[src/rtl/commit_write_scheduler_pkg.sv]
// ---------------------------------------------------------------------------
// commit_write_scheduler_pkg
//
// Purpose: shared types and helpers for the commit write scheduler, which
// funnels up to two in-order ROB commits per cycle into the register file's
// single commit write port.
//
// Also carries the core-wide width macros. They are guarded so that the
// project define.v takes precedence whenever it is compiled first.
//
// Contents:
//   COMMIT_FIFO_DEPTH  default FIFO depth (power of two, >= 2)
//   commit_entry_t     one queued architectural write {index, rename, value}
//   ENTRY_RESET        value the register-file-facing outputs take on reset
//   push_num_e         number of commits kept in a cycle (0/1/2)
//   slot_kept()        a commit slot is kept only if valid and not x0
//   kept_count()       how many of the two slots were kept
// ---------------------------------------------------------------------------

`ifndef REGINDEX
`define REGINDEX 4:0
`endif
`ifndef ROBINDEX
`define ROBINDEX 4:0
`endif
`ifndef DATALEN
`define DATALEN 31:0
`endif
`ifndef ROBNOTRENAME
`define ROBNOTRENAME 5'b10000
`endif
`ifndef TRUE
`define TRUE 1'b1
`endif
`ifndef FALSE
`define FALSE 1'b0
`endif
`ifndef COMMITFIFODEPTH
`define COMMITFIFODEPTH 4
`endif

package commit_write_scheduler_pkg;

  localparam int COMMIT_FIFO_DEPTH = `COMMITFIFODEPTH;

  // One architectural register write waiting for the commit port
  typedef struct packed {
    logic [`REGINDEX] index;
    logic [`ROBINDEX] rename;
    logic [`DATALEN]  value;
  } commit_entry_t;

  // Register-file-facing outputs after reset: no register, not renamed
  localparam commit_entry_t ENTRY_RESET = '{
    index:  '0,
    rename: `ROBNOTRENAME,
    value:  '0
  };

  // How many commit slots get written into the FIFO this cycle
  typedef enum logic [1:0] {
    PUSH_NONE = 2'd0,
    PUSH_ONE  = 2'd1,
    PUSH_TWO  = 2'd2
  } push_num_e;

  // Writes to x0 are architecturally invisible, so they never take a slot
  function automatic logic slot_kept(input logic valid,
                                     input logic [`REGINDEX] index);
    return valid && (index != '0);
  endfunction

  function automatic push_num_e kept_count(input logic keep0,
                                           input logic keep1);
    case ({keep0, keep1})
      2'b11:   return PUSH_TWO;
      2'b00:   return PUSH_NONE;
      default: return PUSH_ONE;
    endcase
  endfunction

endpackage

[src/rtl/commit_fifo.sv]
// ---------------------------------------------------------------------------
// commit_fifo
//
// Purpose: circular buffer of commit_entry_t with two write ports and one
// read port. Writes are pre-compacted by the caller: push_a always lands at
// the tail and push_b at tail+1, so program order is kept by construction.
// The caller guarantees it never pushes past DEPTH and never pops when empty.
//
// Ports:
//   clk         clock, all state on rising edge
//   rst         synchronous active-low reset (empties the buffer)
//   push_num    number of entries to write this cycle (0/1/2)
//   push_a      entry written at the tail
//   push_b      entry written at tail+1 (only when push_num is PUSH_TWO)
//   pop         remove the head entry this cycle
//   head_entry  current head entry (combinational read)
//   count       current occupancy, 0..DEPTH
// ---------------------------------------------------------------------------

module commit_fifo
  import commit_write_scheduler_pkg::*;
#(
  parameter  int DEPTH = COMMIT_FIFO_DEPTH,
  localparam int PW    = $clog2(DEPTH),
  localparam int CW    = PW + 1
) (
  input  logic          clk,
  input  logic          rst,
  input  push_num_e     push_num,
  input  commit_entry_t push_a,
  input  commit_entry_t push_b,
  input  logic          pop,
  output commit_entry_t head_entry,
  output logic [CW-1:0] count
);

  commit_entry_t mem [DEPTH];
  logic [PW-1:0] head_ptr;
  logic [PW-1:0] tail_ptr;

  assign head_entry = mem[head_ptr];

  // Storage array: no reset needed, the pointers and count decide what is
  // valid. Slot b goes one past slot a; the pointer width gives the wrap.
  always_ff @(posedge clk) begin
    if (rst) begin
      if (push_num != PUSH_NONE) begin
        mem[tail_ptr] <= push_a;
      end
      if (push_num == PUSH_TWO) begin
        mem[tail_ptr + PW'(1)] <= push_b;
      end
    end
  end

  // Pointers and occupancy. DEPTH is a power of two so the pointers wrap
  // naturally; count is one bit wider so a full buffer is distinguishable
  // from an empty one. A push of two and a pop in the same cycle nets +1.
  always_ff @(posedge clk) begin
    if (!rst) begin
      head_ptr <= '0;
      tail_ptr <= '0;
      count    <= '0;
    end else begin
      tail_ptr <= tail_ptr + PW'(push_num);
      if (pop) begin
        head_ptr <= head_ptr + PW'(1);
      end
      count <= count + CW'(push_num) - CW'(pop);
    end
  end

endmodule

[src/rtl/commit_write_scheduler.sv]
// ---------------------------------------------------------------------------
// commit_write_scheduler
//
// Purpose: sits between a dual-commit ROB and the register file's single
// commit write port. Up to two in-order commits per cycle are filtered (x0
// writes dropped) and queued, then drained one per cycle into a registered
// set of register-file commit outputs. The drain holds during mispredict
// flush cycles and while rdy is low, because the register file ignores its
// commit inputs then; nothing queued is ever discarded except by reset.
//
// Ports:
//   clk                          clock, all state on rising edge
//   rst                          synchronous active-low reset
//   rdy                          global ready; low freezes everything
//   jump_wrong                   mispredict flush (register file ignores writes)
//   c0_valid/index/rename/value  commit slot 0 (older)
//   c1_valid/index/rename/value  commit slot 1 (younger)
//   commit_ready                 ROB may present commits this cycle
//   rf_enable                    register file rob_enable
//   rf_index                     register file rob_commit_index
//   rf_rename                    register file rob_commit_rename
//   rf_value                     register file rob_commit_value
//   fifo_count                   FIFO occupancy (excludes the presented entry)
// ---------------------------------------------------------------------------

module commit_write_scheduler
  import commit_write_scheduler_pkg::*;
#(
  parameter  int DEPTH = COMMIT_FIFO_DEPTH,
  localparam int CW    = $clog2(DEPTH) + 1
) (
  input  logic             clk,
  input  logic             rst,
  input  logic             rdy,
  input  logic             jump_wrong,
  input  logic             c0_valid,
  input  logic [`REGINDEX] c0_index,
  input  logic [`ROBINDEX] c0_rename,
  input  logic [`DATALEN]  c0_value,
  input  logic             c1_valid,
  input  logic [`REGINDEX] c1_index,
  input  logic [`ROBINDEX] c1_rename,
  input  logic [`DATALEN]  c1_value,
  output logic             commit_ready,
  output logic             rf_enable,
  output logic [`REGINDEX] rf_index,
  output logic [`ROBINDEX] rf_rename,
  output logic [`DATALEN]  rf_value,
  output logic [CW-1:0]    fifo_count
);

  // Accept only while at least two slots are free, so a full pair always
  // fits. Deliberately not credited with a same-cycle dequeue.
  localparam logic [CW-1:0] READY_LIMIT = CW'(DEPTH - 2);

  commit_entry_t entry0;
  commit_entry_t entry1;
  commit_entry_t push_a;
  commit_entry_t head_entry;
  push_num_e     push_num;
  logic          keep0;
  logic          keep1;
  logic          accept;
  logic          drain;
  logic [CW-1:0] count;

  assign commit_ready = (count <= READY_LIMIT);
  assign fifo_count   = count;

  // Enqueue filter and drain decision. If slot 0 is dropped (invalid or x0)
  // slot 1 moves down to the tail so the buffer stays gap-free. A drain
  // happens whenever the register file is listening (rdy, no flush): the
  // entry currently shown is consumed at this edge, so the next head can be
  // loaded in its place.
  always_comb begin
    entry0   = '{index: c0_index, rename: c0_rename, value: c0_value};
    entry1   = '{index: c1_index, rename: c1_rename, value: c1_value};
    keep0    = slot_kept(c0_valid, c0_index);
    keep1    = slot_kept(c1_valid, c1_index);
    accept   = rdy && commit_ready;
    push_num = accept ? kept_count(keep0, keep1) : PUSH_NONE;
    push_a   = keep0 ? entry0 : entry1;
    drain    = rdy && !jump_wrong && (count != '0);
  end

  commit_fifo #(
    .DEPTH(DEPTH)
  ) u_commit_fifo (
    .clk       (clk),
    .rst       (rst),
    .push_num  (push_num),
    .push_a    (push_a),
    .push_b    (entry1),
    .pop       (drain),
    .head_entry(head_entry),
    .count     (count)
  );

  // Register-file output register. While rdy is low or a flush is in
  // progress the register file is not writing, so the presented entry is
  // held and shown again. Otherwise it counts as written; load the next
  // head or drop rf_enable, keeping the last index/rename/value visible.
  always_ff @(posedge clk) begin
    if (!rst) begin
      rf_enable <= `FALSE;
      rf_index  <= ENTRY_RESET.index;
      rf_rename <= ENTRY_RESET.rename;
      rf_value  <= ENTRY_RESET.value;
    end else if (rdy && !jump_wrong) begin
      rf_enable <= drain;
      if (drain) begin
        rf_index  <= head_entry.index;
        rf_rename <= head_entry.rename;
        rf_value  <= head_entry.value;
      end
    end
  end

endmodule

[config.mk]
export PLATFORM = sky130hd
export DESIGN_NAME = commit_write_scheduler
export DESIGN_NICKNAME = d
export VERILOG_FILES = /design/src/rtl/commit_write_scheduler_pkg.sv /design/src/rtl/commit_fifo.sv /design/src/rtl/commit_write_scheduler.sv
export SDC_FILE = /design/constraint.sdc
export NUM_CORES = 1
export LEC_CHECK = 0
export CAP_MARGIN = 5
export CORE_ASPECT_RATIO = 0.75
export CORE_MARGIN = 1.5
export CORE_UTILIZATION = 50
export DETAILED_ROUTE_END_ITERATION = 6
export HOLD_SLACK_MARGIN = 0.02
export PLACE_DENSITY = 0.73
export SETUP_SLACK_MARGIN = 0.02
export SYNTH_ARGS = -nofsm -noshare
export SYNTH_HDL_FRONTEND = slang
export SYNTH_SLANG_ARGS = --single-unit
[constraint.sdc]
create_clock -name clk -period 15.96 [get_ports clk]
set_clock_uncertainty 0.2 [all_clocks]
set_input_delay 3.192 -clock clk [delete_from_list [all_inputs] [get_ports clk]]
set_output_delay 3.192 -clock clk [all_outputs]
set_load 0.02 [all_outputs]
==> results of run 1 <==
cell type report:
cell class                      count  area share
Timing Repair Buffer              151       0.115
Inverter                            9     0.00263
Clock buffer                       30      0.0509
Tap cell                          282      0.0275
Multi-Input combinational cell    386       0.319
Sequential cell                   218       0.472
Clock inverter                     10      0.0137
Antenna cell                        1    0.000195
per-stage QoR:
stage | power [W] | utilization | worst slack, ps | instance area (sq um)
finish | 0.00157 | 0.631 | 8900 | 12800
global route | 0.00163 | 0.631 | 8790 | 12800
CTS | 0.00158 | 0.631 | 8920 | 12800
detailed placement | 0.00100 | 0.590 | 8410 | 12000
global placement | 0.000992 | 0.590 | 8550 | 12000
floorplan | 0.000886 | - | 7770 | 10400
path summary, 6_finish.rpt:
path / start / end / slack [ps]
hold / removal: rf_value[7] / rf_value[7] / 260
hold reg to reg: rf_value[7] / rf_value[7] / 260
setup / recovery: c0_index[1] / u_commit_fifo.mem[2][32] / 8900
setup reg to reg: u_commit_fifo.count[0] / u_commit_fifo.count[2] / 12560
critical path: stages:
cell             delay [ps]
clkdlybuf4s50_1         470
or4_1                   570
o21a_1                  350
ha_1                    430
nor2b_1                 270
nand3_1                 240
o21ai_4                 680
buf_4                   480
mux2_2                  390
kinds of logic (layout without fill, tap and decap cells):
| group | after synthesis | count (layout) | share of synthesized area |
|---|---|---|---|
| compound gates | 54 | 54 | 0.0443 |
| fa+ha+maj | 6 | 6 | 0.00792 |
| flops | 218 | 218 | 0.580 |
| simple gates | 111 | 111 | 0.0456 |
| other cells | 0 | 1 | 0 |
| mux | 210 | 210 | 0.286 |
| buf+inv | 52 | 200 | 0.0321 |
| xor+xnor | 5 | 5 | 0.00420 |
routing by layer:
layer | vias up | part of all wire | track usage
li1 | 2765 | - | -
met1 | 3098 | 0.44 | 0.295
met2 | 226 | 0.48 | 0.372
met3 | 28 | 0.069 | 0.0475
met4 | 2 | 0.012 | 0.0432
met5 | - | 0.00055 | 0
registers in the layout (all words and copies together), names as in the netlist:
| signal | count |
|---|---|
| u_commit_fifo.mem | 168 |
| rf_value | 32 |
| rf_index | 5 |
| rf_rename | 5 |
| u_commit_fifo.count | 3 |
| u_commit_fifo.head_ptr | 2 |
| u_commit_fifo.tail_ptr | 2 |
| rf_enable | 1 |
power breakdown:
| part | leakage, nW | internal [W] | switching (W) | total (W) |
|---|---|---|---|---|
| clock | 0.411 | 0.000368 | 0.000215 | 0.000583 |
| combinational | 1.96 | 0.000154 | 0.000143 | 0.000297 |
| sequential | 1.93 | 0.000655 | 0.0000356 | 0.000690 |
| total | 4.30 | 0.00118 | 0.000394 | 0.00157 |
cell usage in the layout (no fill, tap or decap), types with 2 or more instances in the layout:
cell type and n:
inv_1 8, o41ai_4 2, clkbuf_16 24, nand2_1 88, bufinv_16 5, nor2_1 2
ha_1 5, nand3_1 4, a21boi_0 43, mux4_2 42, a21oi_4 3, nor3_2 2
mux2_2 118, clkdlybuf4s50_1 135, dfxtp_1 48, mux2_4 40, clkinv_2 5, mux2_1 10
o21a_1 2, clkbuf_8 3, o21ai_4 2, xnor2_1 4, clkbuf_1 3, nor2b_1 2
buf_4 15, and2_1 5, edfxtp_1 168, or4_1 2
==> summary.txt, run 1 <==
Status
  – Run status: complete, no violations

Layout
  – Area Overhead vs Synth: 22.9%
  – Final net count: 884
  – Area of the multi-input gates: 4090 sq um
  – Share of layout cells above drive strength 1: 0.333
  – Register area: 6050 sq um
  – Finished Layout Cells: 1087
  – Fill count: 1447

CTS
  – Num CTS Buffers: 22
  – Post-CTS Resized: 0
  – CTS tree: done
  – Clock transition at the registers of the reported paths: 60 ps
  – Skew-Pair Late Insertion Delay: 500 ps
  – H-tree levels: 1
  – CTS hold repair buffers: 0
  – Clk sinks: 218
  – Number of setup buffers added after CTS: 0
  – Clk buf depth: 3
  – Clk root buf: clkbuf_16

Synthesis
  – Sequential share of the synthesized area: 0.580
  – Top FF cell, synth: edfxtp_1
  – Average cell area after synthesis: 15.9 sq um
  – Post-synth top cells: edfxtp_1 (168), mux2_2 (118), nand2_1 (88)
  – Netlist cell types: 35
  – Largest cells by area after synthesis: edfxtp_1 (48%), mux2_2 (13%), dfxtp_1 (9.6%), mux4_2 (9.1%), mux2_4 (5.8%)
  – Synth top area share: 0.484
  – Count leader, synth: edfxtp_1
  – Largest area contributor in the netlist: edfxtp_1
  – Synth Cell Area: 10400 sq um
  – Post-synthesis instance total: 656
  – Synth Net Count: 752
  – Yosys warns: 0
  – Number of flops mapped to enable cells by yosys: 168
  – FF+latch count, synth: 218
  – Fraction of registers with async set/reset: 0

Global route
  – Overflow after GRT: 0
  – Initial antenna violation count: 2
  – Vias in the first global route: 6363
  – Largest net degree at the start of global routing: 52
  – First-pass GRT wire length: 36000 um
  – Gr usage total: 0.220

Detailed routing
  – Number of remaining DRC errors: 0
  – Pre-Repair DR Iteration Count: 4
  – Post-route antenna net violation count: 0
  – Via density: 5.63
  – DR vias: 6119
  – DRT iter0 DRCs: 441
  – Routed WL: 23500 um
  – Wire per inst: 21.6 um

Critical path
  – Type of origin of the critical path: input port
  – CP endpoint kind: register
  – Critical path fanouts, max: 23
  – WS Path Type: input port to register
  – Worst endpoint required time: 16010 ps
  – Worst Path Arrival: 7100 ps
  – Reg2reg path depth: 10

Pwr
  – Max rail drop VDD: 0.0682 mV
  – Leak: 4.30 nW
  – Cell Pwr Density: 122 nW/um^2

Floorplan
  – Die span in x: 170 um
  – Die height: 128 um
  – Starting density of the core: 0.513
  – Io pins: 137
  – Num rows: 45
  – Core ar.: 20300 sq um
  – Die area: 21700 sq um

STA
  – Fin crit period: 7060 ps
  – Max-slew violations: 0
  – Final Hold Vio Count: 0
  – Period utilisation layout: 0.442
  – RSZ-0062 raised after global routing: no
  – Least-Margin Pin Slew: 1000 ps
  – Hold slack: 264 ps
  – Achievable Freq: 0.142 GHz
  – Rel. slew slack: 0.331
  – Setup TNS: 0 ps
  – Final setup fails: 0

Hold path
  – Hold Crit Depth: 2
  – Worst min path class: register to register

Place
  – PortBufs: 136
  – Detailed placement HPWL: 14200 um
  – Placed cells: 1046
  – Final Wtd Congestion: 0.755

Run
  – Max-cap violations: 0
Power figures use the tool's default switching activity.
==> run 2: changes to the inputs <==
==> constraint.sdc (replaced) <==
create_clock -name clk -period 7.32 [get_ports clk]
set_clock_uncertainty 0.2 [all_clocks]
set_input_delay 1.464 -clock clk [delete_from_list [all_inputs] [get_ports clk]]
set_output_delay 1.464 -clock clk [all_outputs]
set_load 0.02 [all_outputs]
==> run 2 against run 1 <==
- critical path depth did not move
- die area is the same
- non-clock buffer count grew 2
- clock power up 110%
- count of clock-buffer cells in the layout increased by 2
- via count rose by 0.47%
- largest power group unchanged
==> summary.txt, run 2 (synthesized netlist as in run 1, its figures left out) <==
Status
  – Run status: complete, no violations

CTS
  – CTS tree: done
  – Clk sinks: 218
  – Post-CTS Resized: 0
  – Skew-Pair Late Insertion Delay: 500 ps
  – Number of setup buffers added after CTS: 0
  – Clk root buf: clkbuf_16
  – Num CTS Buffers: 23
  – Clk buf depth: 3
  – Clock transition at the registers of the reported paths: 60 ps
  – H-tree levels: 1
  – CTS hold repair buffers: 0

Pwr
  – Logic pwr share: 0.196
  – Clock share of power: 0.356
  – Switching Fraction: 0.255
  – Net Switching: 0.000858 W
  – Max rail drop VDD: 0.136 mV
  – Leak: 4.29 nW
  – Cell Pwr Density: 262 nW/um^2
  – Internal power: 0.00250 W
  – Seq pwr share: 0.448

STA
  – Achievable Freq: 0.192 GHz
  – Rel. slew slack: 0.352
  – Hold slack: 262 ps
  – Period utilisation layout: 0.710
  – Setup TNS: 0 ps
  – Max-slew violations: 0
  – Least-Margin Pin Slew: 969 ps
  – Final setup fails: 0
  – RSZ-0062 raised after global routing: no
  – Final Hold Vio Count: 0
  – Fin crit period: 5200 ps

Global route
  – Gr usage total: 0.225
  – Vias in the first global route: 6447
  – Initial antenna violation count: 3
  – First-pass GRT wire length: 36800 um
  – Overflow after GRT: 0
  – Largest net degree at the start of global routing: 52

Layout
  – Area Overhead vs Synth: 22.8%
  – Final net count: 887
  – Max reg flops: 168
  – Final core area utilization: 0.630
  – Most common cell after layout, fill and taps aside: edfxtp_1
  – Biggest regs: u_commit_fifo.mem: 168 flops, rf_value: 32 flops
  – Largest Register: u_commit_fifo.mem
  – Antenna cells: 0
  – Most frequent cells in the layout: edfxtp_1 (168), clkdlybuf4s50_1 (135), mux2_2 (118)
  – Share of layout cells above drive strength 1: 0.333

Critical path
  – WS Path Type: input port to register
  – Crit-path slowest cell: buf_4
  – Critical path fanouts, max: 30
  – CP Cell Sequence: clkdlybuf4s50_1 -> or4_1 -> o21a_1 -> ha_1 -> nor2b_1 -> nand3_1 -> o21ai_4 -> buf_4 -> mux2_2
  – Type of origin of the critical path: input port
  – Worst path depth: 9
  – Crit path max-delay family: buffers and inverters
  – Worst Path Arrival: 5240 ps
  – Worst endpoint required time: 7360 ps
  – CP endpoint kind: register
  – CP peak stage delay: 540 ps
  – Buffers plus inverters on the worst setup path: 2
  – Reg2reg path depth: 5
  – Reg2Reg Setup Slack: 4270 ps

Floorplan
  – Die span in x: 170 um
  – Core ar.: 20300 sq um
  – Die height: 128 um
  – Num rows: 45
  – Die area: 21700 sq um
  – Io pins: 137
  – Starting density of the core: 0.513

Detailed routing
  – Post-route antenna net violation count: 0
  – Routed WL: 23600 um
  – Pre-Repair DR Iteration Count: 4
  – DRT iter0 DRCs: 314
  – Via density: 5.65
  – Number of remaining DRC errors: 0
  – DR vias: 6148
  – Wire per inst: 21.7 um

Hold path
  – Hold Crit Depth: 2
  – Worst min path class: register to register

Run
  – Max-cap violations: 0

Place
  – PortBufs: 136
  – Final Wtd Congestion: 0.765
  – Detailed placement HPWL: 14400 um
==> run 2: changes by cell type in the layout (fill, tap and decap cells not counted), sizes merged <==
cell	delta
bufinv	-2
clkbuf	+2
buf	+2
clkinvlp	+1
diode	-1
==> run 2: tightest hold or removal path: stages, from the launching register on <==
cell and delay [ps]:
dfxtp_1 300, nand2_1 40, a21boi_0 60
==> run 2: through the flow <==
step	std cells	power (W)	instance area, sq um	worst slack (ps)
2_1_floorplan	656	0.00193	10400	860
4_1_cts	1089	0.00339	12800	2150
3_5_place_dp	1048	0.00219	12000	1640
6_report	1089	0.00336	12800	2120
3_3_place_gp	1048	0.00217	12000	1820
5_1_grt	1089	0.00349	12800	1970
==> run 2: power groups by stage <==
stage          logic (W)  registers (W)  clock network [W]
6_report        0.000657        0.00151            0.00120
5_1_grt         0.000703        0.00152            0.00127
4_1_cts         0.000662        0.00151            0.00122
3_5_place_dp    0.000656        0.00153                  0
3_3_place_gp    0.000640        0.00153                  0
2_1_floorplan   0.000394        0.00154                  0
==> run 2: metal layers <==
layer / up-vias / GRT usage / wire length, um
met1: 3122 / 0.295 / 10200
li1: 2777 / - / -
met3: 45 / 0.0423 / 1380
met4: 6 / 0.0505 / 449
met2: 198 / 0.389 / 11500
met5: - / 0 / 38
==> run 2: final cells by class <==
type	count	area (sq um)
fillers	1486	7510
well taps	282	353
clock buffers	32	659
flip-flops and latches	218	6050
multi-input cells	386	4090
inverters	9	33.8
repair buffers	153	1510
clock inverters	9	121
==> run 2: path summary, 6_finish.rpt <==
check	startpoint	endpoint
worst max-delay path	c0_index[3]	u_commit_fifo.mem[2][41]
worst min-delay path	rf_value[3]	rf_value[3]
worst max register to register	u_commit_fifo.count[1]	u_commit_fifo.mem[1][20]
worst min register to register	rf_value[3]	rf_value[3]
